`config.mk`:
```
export PLATFORM = sky130hd
export DESIGN_NAME = hdmi_cfg_sequencer
export DESIGN_NICKNAME = d
export VERILOG_FILES = /design/src/rtl/hdmi_cfg_sequencer.sv
export SDC_FILE = /design/constraint.sdc
export NUM_CORES = 1
export LEC_CHECK = 0
export ABC_AREA = 1
export CAP_MARGIN = 25
export CELL_PAD_IN_SITES_DETAIL_PLACEMENT = 1
export CELL_PAD_IN_SITES_GLOBAL_PLACEMENT = 2
export CORE_MARGIN = 2
export CORE_UTILIZATION = 28
export DETAILED_ROUTE_END_ITERATION = 10
export HOLD_SLACK_MARGIN = 0.12
export PLACE_DENSITY = 0.83
export SLEW_MARGIN = 30
export SYNTH_ARGS = -nofsm -noshare
export SYNTH_HDL_FRONTEND = slang
export SYNTH_SLANG_ARGS = --single-unit
```
`constraint.sdc`:
```
create_clock -name clk50 -period 2.3 [get_ports clk50]
set_clock_uncertainty 0.2 [all_clocks]
set_input_delay 0.69 -clock clk50 [delete_from_list [all_inputs] [get_ports clk50]]
set_output_delay 0.69 -clock clk50 [all_outputs]
set_load 0.01 [all_outputs]
```
`src/rtl/hdmi_cfg_sequencer.sv`:
```
// Walks a register table after power-up or a hot-plug event and issues one I2C byte
// write per entry through an external byte-write master, retrying NACKed writes.
module hdmi_cfg_sequencer #(
  parameter int         POWERUP_CYC = 10000000,
  parameter int         NUM_REGS    = 31,
  parameter int         RETRY_MAX   = 3,
  parameter logic [7:0] DEV_ADDR    = 8'h72
) (
  input  logic        clk50,
  input  logic        rst,
  input  logic        hdmi_txint,
  output logic [5:0]  tbl_addr,
  input  logic [15:0] tbl_data,
  output logic        wr_req,
  output logic [7:0]  wr_dev,
  output logic [7:0]  wr_reg,
  output logic [7:0]  wr_data,
  input  logic        wr_ack,
  input  logic        wr_done,
  input  logic        wr_nack,
  output logic        ready,
  output logic        cfg_err,
  output logic        busy
);
  localparam int CNT_W = (POWERUP_CYC > 1) ? $clog2(POWERUP_CYC) : 1;
  localparam int RTY_W = $clog2(RETRY_MAX + 1);
  localparam logic [CNT_W-1:0] PU_LAST  = CNT_W'((POWERUP_CYC > 0) ? POWERUP_CYC - 1 : 0);
  localparam logic [RTY_W-1:0] RTY_LIM  = RTY_W'(RETRY_MAX);
  localparam logic [5:0]       IDX_LAST = 6'(NUM_REGS - 1);

  typedef enum logic [2:0] {
    WAIT_PU, FETCH, LATCH, REQ, WAIT_DONE, NEXT, DONE, ERROR
  } state_t;

  state_t           state_q;
  logic [CNT_W-1:0] cnt_q;
  logic [5:0]       idx_q;
  logic [RTY_W-1:0] retry_q;
  logic [RTY_W-1:0] retry_d;
  logic             pend_q;
  logic [2:0]       sync_q;
  logic             wr_req_q;
  logic [7:0]       wr_reg_q;
  logic [7:0]       wr_data_q;
  logic             ready_q;
  logic             cfg_err_q;
  logic             busy_q;
  logic             evt;
  logic             pend_now;
  logic             restart;

  // sync_q[1:0] is the two-flop synchronizer; sync_q[2] holds the previous synced value
  assign evt      = sync_q[1] & ~sync_q[2];
  assign pend_now = pend_q | evt;
  assign retry_d  = retry_q + RTY_W'(1);

  // A restart never cuts a write short: it happens only from idle states, at NEXT,
  // or where retries run out with a hot-plug still pending.
  always_comb begin
    restart = 1'b0;
    case (state_q)
      DONE, ERROR: restart = evt;
      NEXT:        restart = pend_now;
      WAIT_DONE:   restart = wr_done && wr_nack && (retry_d >= RTY_LIM) && pend_now;
      default:     restart = 1'b0;
    endcase
  end

  always_ff @(posedge clk50 or posedge rst) begin
    if (rst) begin
      state_q   <= WAIT_PU;
      cnt_q     <= '0;
      idx_q     <= '0;
      retry_q   <= '0;
      pend_q    <= 1'b0;
      sync_q    <= '0;
      wr_req_q  <= 1'b0;
      wr_reg_q  <= '0;
      wr_data_q <= '0;
      ready_q   <= 1'b0;
      cfg_err_q <= 1'b0;
      busy_q    <= 1'b1;
    end else begin
      sync_q <= {sync_q[1:0], hdmi_txint};
      if (evt && busy_q && state_q != WAIT_PU)
        pend_q <= 1'b1;

      if (restart) begin
        state_q   <= FETCH;
        idx_q     <= '0;
        retry_q   <= '0;
        pend_q    <= 1'b0;
        ready_q   <= 1'b0;
        cfg_err_q <= 1'b0;
        busy_q    <= 1'b1;
      end else begin
        case (state_q)
          WAIT_PU: begin
            if (cnt_q == PU_LAST) begin
              state_q <= FETCH;
              cnt_q   <= '0;
              idx_q   <= '0;
              retry_q <= '0;
            end else begin
              cnt_q <= cnt_q + CNT_W'(1);
            end
          end
          FETCH: state_q <= LATCH;
          LATCH: begin
            wr_reg_q  <= tbl_data[15:8];
            wr_data_q <= tbl_data[7:0];
            wr_req_q  <= 1'b1;
            state_q   <= REQ;
          end
          REQ: begin
            if (wr_ack) begin
              wr_req_q <= 1'b0;
              state_q  <= WAIT_DONE;
            end
          end
          WAIT_DONE: begin
            if (wr_done) begin
              if (!wr_nack) begin
                state_q <= NEXT;
              end else if (retry_d < RTY_LIM) begin
                retry_q  <= retry_d;
                wr_req_q <= 1'b1;
                state_q  <= REQ;
              end else begin
                state_q   <= ERROR;
                cfg_err_q <= 1'b1;
                busy_q    <= 1'b0;
              end
            end
          end
          NEXT: begin
            if (idx_q == IDX_LAST) begin
              state_q <= DONE;
              ready_q <= 1'b1;
              busy_q  <= 1'b0;
            end else begin
              idx_q   <= idx_q + 6'd1;
              retry_q <= '0;
              state_q <= FETCH;
            end
          end
          DONE, ERROR: ;
          default: state_q <= WAIT_PU;
        endcase
      end
    end
  end

  assign tbl_addr = idx_q;
  assign wr_req   = wr_req_q;
  assign wr_dev   = DEV_ADDR;
  assign wr_reg   = wr_reg_q;
  assign wr_data  = wr_data_q;
  assign ready    = ready_q;
  assign cfg_err  = cfg_err_q;
  assign busy     = busy_q;
endmodule

```
* Word-level counts from Yosys, hierarchy flattened
Cells that the tools add are included.
** Storage, ports and cells
- Bits of input ports :: 22
- Word-level logic and storage cells :: 113
- Register bits :: 59
- Output and inout bits :: 34
** Cells by class
- Reductions and logical operators :: 28
- Equal/unequal tests :: 22
- Add/sub/neg operators :: 3
- Mux-type cells :: 42
- Order comparisons :: 2
- Bitwise operators :: 4
** Operators by type and width (count)
- 24-bit by 1-bit adder with 24-bit output, second input constant :: 1
- 24-bit == test, second input constant :: 1
- 24-bit two-way mux :: 1
- 3-bit != test, second input constant :: 8
- 3-bit two-way mux :: 7
- 1-bit two-way mux :: 19
- 6-bit two-way mux :: 3
- 3-bit case mux with 6 select lines :: 1
- 3-bit == test, second input constant :: 4
- 2-bit two-way mux :: 6
- 6-bit case mux with 2 select lines :: 1
- 6-bit AND reduction :: 2
- 2-bit nonzero test :: 6
- 3-bit nonzero test :: 4
- 2-bit != test, second input constant :: 5
- 4-bit AND reduction :: 2
- 7-bit nonzero test :: 1
- 6-bit by 1-bit adder with 6-bit output, second input constant :: 1
- 3-bit by 2-bit == test with 1-bit output, second input constant :: 2
- 6-bit by 5-bit == test with 1-bit output, second input constant :: 1
- 1-bit case mux with 3 select lines :: 2
- 2-bit case mux with 3 select lines :: 1
- 2-bit AND reduction :: 3
- 1-bit logical AND :: 5
- other kinds (13) :: 14

* Longest topological paths before layout
Gate-level depths: netlist of run 1.
- Word-level depth :: 7
- Gate-level depth with buffers :: 12
- Gate-level depth less buffers :: 12

* Least setup slack after synthesis of run 1
No wires, ideal clock.
- Path kind :: input to register
- From :: in wr_nack
- To :: reg retry_q[0]
- Setup time :: 116 ps
- Buffers on the path :: 0
- Cell stages on the path :: 9
- Required time :: 1984 ps
- Slack :: 560 ps
- Data arrival time :: 1423 ps
- Path through :: nand2_1 > nor2_1 > nand3_2 > nand3_1 > nor2_1 > nor2_2 > nand2_1 > nand2_1 > nand2_1
** On the way
- Cells in the longest elaborated chain, start to end :: 6
- Elaborated cells between the ends (all ways) :: 12
- Classes of those cells :: 5 x eq/ne; 2 x mux; 5 x reduce/logical
** RTL lines
- start, declared :: line 20 : input logic wr_nack,
- 1-bit logical AND (3 in series) :: line 64 : WAIT_DONE: restart = wr_done && wr_nack && (retry_d >= RTY_LIM) && pend_now;
- 1-bit case mux with 3 select lines :: line 61 : case (state_q)
- 3-bit != test (no line) / 4-bit nonzero test (equally long branches)
- 6-bit AND reduction (no line)
- end signal, assigned :: line 126 : retry_q <= retry_d;
- end, declared :: line 38 : logic [RTY_W-1:0] retry_q;
Parallel ways exist; a longest one is shown, timed or not.
A chain may end at the register's enable or synchronous reset.

* Final worst setup path of run 1
- From :: reg idx_q[0] (netlist: tbl_addr[0])
- To :: out tbl_addr[0]
** RTL lines
- start, declared :: line 37 : logic [5:0] idx_q;
- start signal, assigned :: line 142 : idx_q <= idx_q + 6'd1;
- end, declared :: line 12 : output logic [5:0] tbl_addr,
No word-level cell between the ends.

==> results of run 1 <==
-- timing repair --
item | CTS | global route
pin swaps | 0 | 0
gates resized for setup | 1 | 3
cloned | 0 | 0
endpoints found under the setup margin | 1 | 3
hold buffers | 0 | 0
-- cell families after synthesis --
logic type / Yosys count / synth area share
AND/OR/NAND/NOR: 234 / 0.3239
buffers and inverters: 61 / 0.08021
flip-flops: 59 / 0.4468
AO/OA/AOI/OAI: 27 / 0.04540
multiplexers: 16 / 0.05448
XOR/XNOR: 12 / 0.03178
adder cells (fa/ha/maj): 4 / 0.01513
other: 2 / 0.002271
-- area by class of cell --
type / instances / area share
Clock buffer: 12 / 0.05760
Sequential cell: 59 / 0.3459
Tap cell: 143 / 0.04181
Timing Repair Buffer: 55 / 0.1272
Inverter: 50 / 0.04474
Multi-Input combinational cell: 301 / 0.3708
Clock inverter: 4 / 0.01199
-- worst paths after layout --
path | startpoint | to | slack (ns) | cells after the start
max | tbl_addr[0]$_DFFE_PP0P_ | tbl_addr[0] | 0.05 | 1
min | sync_q[0]$_DFF_PP0_ | sync_q[1]$_DFF_PP0_ | 0.16 | 0
max reg2reg | cnt_q[0]$_DFFE_PP0P_ | tbl_addr[1]$_DFFE_PP0P_ | 0.23 | 12
min reg2reg | sync_q[0]$_DFF_PP0_ | sync_q[1]$_DFF_PP0_ | 0.16 | 0
max in group asynchronous | rst | busy$_DFFE_PP1P_ | 1.01 | 3
min in group asynchronous | rst | cnt_q[8]$_DFFE_PP0P_ | 0.59 | 3
-- through the flow --
step,setup slack (ns),TNS [ns],utilization
after floorplan,0.5601,0,-
after global placement,-0.01400,-0.05824,0.3469
after detailed placement,-0.1034,-0.5544,0.3469
after CTS,0.002298,0,0.3727
after global routing,0.0003130,0,0.3732
final,0.05233,0,0.3732
-- per-layer routing --
metal	wire [microns]	up-vias
met3	257	6
met2	4626	40
met5	0	-
met1	4028	1427
met4	61	0
li1	-	1446
-- power groups by stage --
stage / registers (uW) / clock network (uW) / logic, uW
6_report: 1060 / 1350 / 125
5_1_grt: 1070 / 1450 / 137
4_1_cts: 1060 / 1390 / 129
3_5_place_dp: 1080 / 0 / 129
3_3_place_gp: 1080 / 0 / 126
2_1_floorplan: 1090 / 0 / 46.7
-- synth_stat cells (all sizes together) --
library cell / instances / share of area
nand2: 100 / 0.12
dfstp: 1 / 0.0079
o211ai: 1 / 0.0023
nor3: 10 / 0.017
o211a: 1 / 0.0030
xnor2: 3 / 0.0079
mux2: 16 / 0.054
o31ai: 1 / 0.0023
buf: 11 / 0.023
ha: 4 / 0.015
dfrtp: 58 / 0.44
nand4: 9 / 0.017
nor3b: 2 / 0.0045
nand3: 45 / 0.078
a31o: 1 / 0.0026
inv: 50 / 0.057
a31oi: 1 / 0.0019
nand3b: 1 / 0.0023
nor2: 64 / 0.076
conb: 2 / 0.0023
nor4: 2 / 0.0038
o21ai: 13 / 0.020
or2: 1 / 0.0019
xor2: 9 / 0.024
a21oi: 9 / 0.014
-- placed cells by master, fill, tap and decap left out, types with 3 or more instances in the layout --
master | Yosys | routed
nand2_1 | 89 | 89
nor2_1 | 59 | 59
dfrtp_1 | 58 | 56
clkdlybuf4s50_1 | 0 | 45
nand3_1 | 40 | 40
inv_1 | 40 | 39
mux2_2 | 14 | 14
o21ai_0 | 12 | 12
inv_2 | 10 | 10
nand2_2 | 10 | 10
nor3_1 | 9 | 9
nand4_1 | 9 | 9
a21oi_1 | 9 | 9
xor2_1 | 9 | 9
clkbuf_16 | 0 | 9
conb_1 | 2 | 8
buf_4 | 9 | 7
nor2_2 | 5 | 5
nand3_2 | 4 | 4
ha_1 | 4 | 4
xnor2_1 | 3 | 3
==> out/results.tsv, run 1 <==
stage	metric	value	unit
power_and_ir_drop	Tot Pwr	2538	uW
power_and_ir_drop	combinational share of power	0.049	
global_route	initial antenna violation count	0	
global_route	M3 GR Usage	0.04428	
timing	RSZ-0062 raised after global routing	no	
critical_path	Critical Path RT	1.41	ns
global_route	grt ovf	0	
floorplanning	FP Rows	39	
place	dpl cells	608	
clock_tree	H-tree lvl count	3	
floorplanning	Die Span X	112.7	microns
place	GP Congestion	0.8165	
timing	Fin. Hold Viols	0	
drt	Wirelength per Cell	14.38	microns
finish	Antenna diodes	0	
power_and_ir_drop	Pint	1996	uW
yosys	Seq/Total Area, Yosys	0.4468	
power_and_ir_drop	Clk pwr share	0.531	
power_and_ir_drop	P per Cell Area	593.2	mW/mm^2
global_route	GRT Total Usage	0.1543	
critical_path	Worst Path Arrival	1.36	ns
drt	DRT Pass-1 Iters	4	
clock_tree	CTS tree	yes	
critical_path	slowest stage delay, CP	0.58	ns
hold_path	hold crit path type	register to register	
finish	Reg area	0.001480	sq mm
power_and_ir_drop	P_leak	0.001958	uW
finish	max reg flops	24	
finish	Post-Layout Inst Area	0.004279	sq mm
critical_path	Slowest cell on crit path	clkdlybuf4s50_1	
floorplanning	Core ar.	0.01147	sq mm
floorplanning	I/O pins	56	
global_route	GR Util met2	0.2679	
timing	Min Clock Period, post-route	2.248	ns
yosys	Post-Syn Instances	415	
power_and_ir_drop	sequential power share	0.419	
place	PortBufs	47	
yosys	Yosys reg bits	59	
clock_tree	CTS clk-pin slew, worst paths	0.06	ns
clock_tree	clk root buf	clkbuf_16	
finish	fin nets	502	
yosys	Yosys cell types	35	
timing	worst hold slack	0.1570	ns
drt	DRT Wirelength	8.974	mm
drt	Vias per Instance	4.678	
job	max_cap viols	0	
global_route	met1 usage	0.1911	
clock_tree	Clock Sinks	59	
global_route	first-pass GRT wire length	15.64	mm
timing	final worst path period share	0.9772	
drt	Starting DRT DRC Count	71	
power_and_ir_drop	Sw Ratio	0.2138	
finish	Layout Cells excl Fill	624	
clock_tree	worst skew pair latency	0.33	ns
global_route	largest net degree at the start of global routing	60	
status	status	completed	
yosys	Ys Warns	0	
critical_path	CP Class	register to output pin	
critical_path	crit-path cells	clkdlybuf4s50_1	
place	placed cell areas	0.003978	sq mm
place	HPWL Detailed	6.676	mm
critical_path	crit path max fanout	6	
finish	Layout fillers	1368	
drt	via count	2919	
clock_tree	Num CTS Buffers	9	
floorplanning	Die Footprint	0.01270	sq mm
yosys	Post-Syn Area	0.003307	sq mm
timing	f_max	444.9	MHz
finish	Layout area overhead	29.40	%
timing	final setup fails	0	
power_and_ir_drop	maximum vdd drop	0.0004296	V
global_route	Most Used Layer, Global Route	met2	
yosys	Mapped Avg Cell Area	7.968	sq um
critical_path	Top delay family on crit path	buffers and inverters	
finish	share of cells above drive strength 1	0.1518	
drt	Antenna Nets Post-Route	0	
critical_path	worst path buffer plus inverter count	1	
critical_path	CP Capture Type	output pin	
finish	area of the multi-input gates	0.001587	sq mm
global_route	vias in the first global route	3192	
timing	max-slew violations	0	
clock_tree	Setup Fix Bufs, Post-CTS	0	
floorplanning	die height	112.7	microns
floorplanning	Initial Util	0.2884	
drt	DR DRC count	0	
power_and_ir_drop	Net Sw Power	542.7	uW
clock_tree	CTS max path bufs	2	
critical_path	Worst Setup Start Kind	register	
Note: power is estimated with default switching activity, not from simulation.
==> run 2, diff against run 1 <==
Settings changed: CORE_UTILIZATION 28 to 33, PLACE_DENSITY 0.83 to 0.91.
Clock period 2.3 ns to 2.9 ns, I/O delays scaled along.
==> out/results.tsv, run 2 (synthesis gave the netlist of run 1 again) <==
stage	metric	value	unit
floorplanning	die height	104.1	microns
drt	Vias per Instance	4.778	
finish	Layout area overhead	24.33	%
global_route	GRT Total Usage	0.1702	
finish	Layout Cells excl Fill	607	
global_route	first-pass GRT wire length	14.90	mm
drt	DR DRC count	0	
critical_path	CP Class	register to output pin	
clock_tree	Clock Sinks	59	
finish	Post-Layout Inst Area	0.004111	sq mm
place	placed cell areas	0.003909	sq mm
clock_tree	worst skew pair latency	0.34	ns
drt	DRT Wirelength	8.698	mm
clock_tree	clk root buf	clkbuf_8	
place	GP Congestion	0.8298	
timing	final worst path period share	0.8676	
critical_path	CP Capture Type	output pin	
finish	Antenna diodes	0	
finish	most frequent cells in the layout	nand2_1 (89), nor2_1 (59), dfrtp_1 (58)	
global_route	largest net degree at the start of global routing	44	
timing	f_max	397.5	MHz
critical_path	Critical Path RT	1.83	ns
timing	max-slew violations	0	
timing	Min Clock Period, post-route	2.516	ns
floorplanning	Die Footprint	0.01084	sq mm
timing	worst hold slack	0.1579	ns
drt	Wirelength per Cell	14.33	microns
global_route	initial antenna violation count	0	
critical_path	Worst Setup Start Kind	register	
clock_tree	CTS resizes	0	
clock_tree	H-tree lvl count	3	
power_and_ir_drop	maximum vdd drop	0.0002589	V
hold_path	hold crit path type	register to register	
drt	DRT Pass-1 Iters	4	
floorplanning	Die Span X	104.1	microns
floorplanning	I/O pins	56	
critical_path	Top delay family on crit path	flip-flops	
clock_tree	CTS tree	yes	
global_route	grt ovf	0	
power_and_ir_drop	P_leak	0.001867	uW
critical_path	Worst Path Arrival	1.45	ns
clock_tree	CTS clk-pin slew, worst paths	0.07	ns
place	PortBufs	47	
timing	Setup TNS Final	0	ns
timing	RSZ-0062 raised after global routing	no	
finish	utilization after layout	0.4226	
global_route	vias in the first global route	3073	
drt	via count	2900	
timing	Fin. Hold Viols	0	
floorplanning	FP Rows	36	
place	dpl cells	591	
timing	final setup fails	0	
finish	share of cells above drive strength 1	0.1392	
status	status	completed	
finish	fin nets	495	
critical_path	worst path buffer plus inverter count	1	
power_and_ir_drop	P per Cell Area	415.0	mW/mm^2
drt	Starting DRT DRC Count	80	
critical_path	crit path max fanout	3	
floorplanning	Core ar.	0.009729	sq mm
critical_path	slowest stage delay, CP	0.57	ns
finish	max reg flops	24	
finish	commonest non-fill, non-tap cell in the layout	nand2_1	
place	HPWL Detailed	6.647	mm
clock_tree	Post-CTS Hold Fix Bufs	0	
clock_tree	Num CTS Buffers	9	
clock_tree	Setup Fix Bufs, Post-CTS	0	
drt	Antenna Nets Post-Route	0	
critical_path	Slowest cell on crit path	dfstp_2	
clock_tree	CTS max path bufs	2	
critical_path	crit-path cells	clkdlybuf4s50_1	
floorplanning	Initial Util	0.3399	
job	max_cap viols	0	
==> run 2: final timing paths <==
kind                                      start                 endpoint  slack [ns]  cells past startpoint
setup / recovery               busy$_DFFE_PP1P_                     busy        0.38                      1
hold reg to reg             sync_q[0]$_DFF_PP0_      sync_q[1]$_DFF_PP0_        0.16                      0
max in group asynchronous                   rst         busy$_DFFE_PP1P_        1.25                      3
min in group asynchronous                   rst    cnt_q[22]$_DFFE_PP0P_        0.64                      2
setup reg to reg           cnt_q[0]$_DFFE_PP0P_  tbl_addr[5]$_DFFE_PP0P_        0.80                     12
hold / removal              sync_q[0]$_DFF_PP0_      sync_q[1]$_DFF_PP0_        0.16                      0
==> run 2: area by class of cell <==
cell class	instances	area [sq um]
clock buffer	10	137.6
clock inverter	6	65.06
fill	1215	5618
inverter	50	187.7
multi-input combinational	301	1587
sequential	59	1478
tap	133	166.4
timing repair buffer	48	490.5
==> run 2: report_power, final <==
part           internal, uW  total [uW]  switching (uW)
registers               836         843            6.63
clock network           420         767             347
logic                  54.7        96.6            41.9
total                  1310        1710             396
==> run 2: per-layer routing <==
layer,vias to the layer above,GRT usage,share of wire
li1,1432,-,-
met3,13,0.03759,0.026
met1,1418,0.2144,0.46
met2,37,0.2909,0.50
met4,0,0.05309,0.016
met5,-,0,0
==> run 2: through the flow <==
step / setup slack, ns / power (uW)
after global placement: 0.3371 / 954.2
after detailed placement: 0.2071 / 957.8
after global routing: 0.3168 / 1777
final: 0.3840 / 1706
after floorplan: 0.3753 / 900.3
after CTS: 0.3583 / 1730
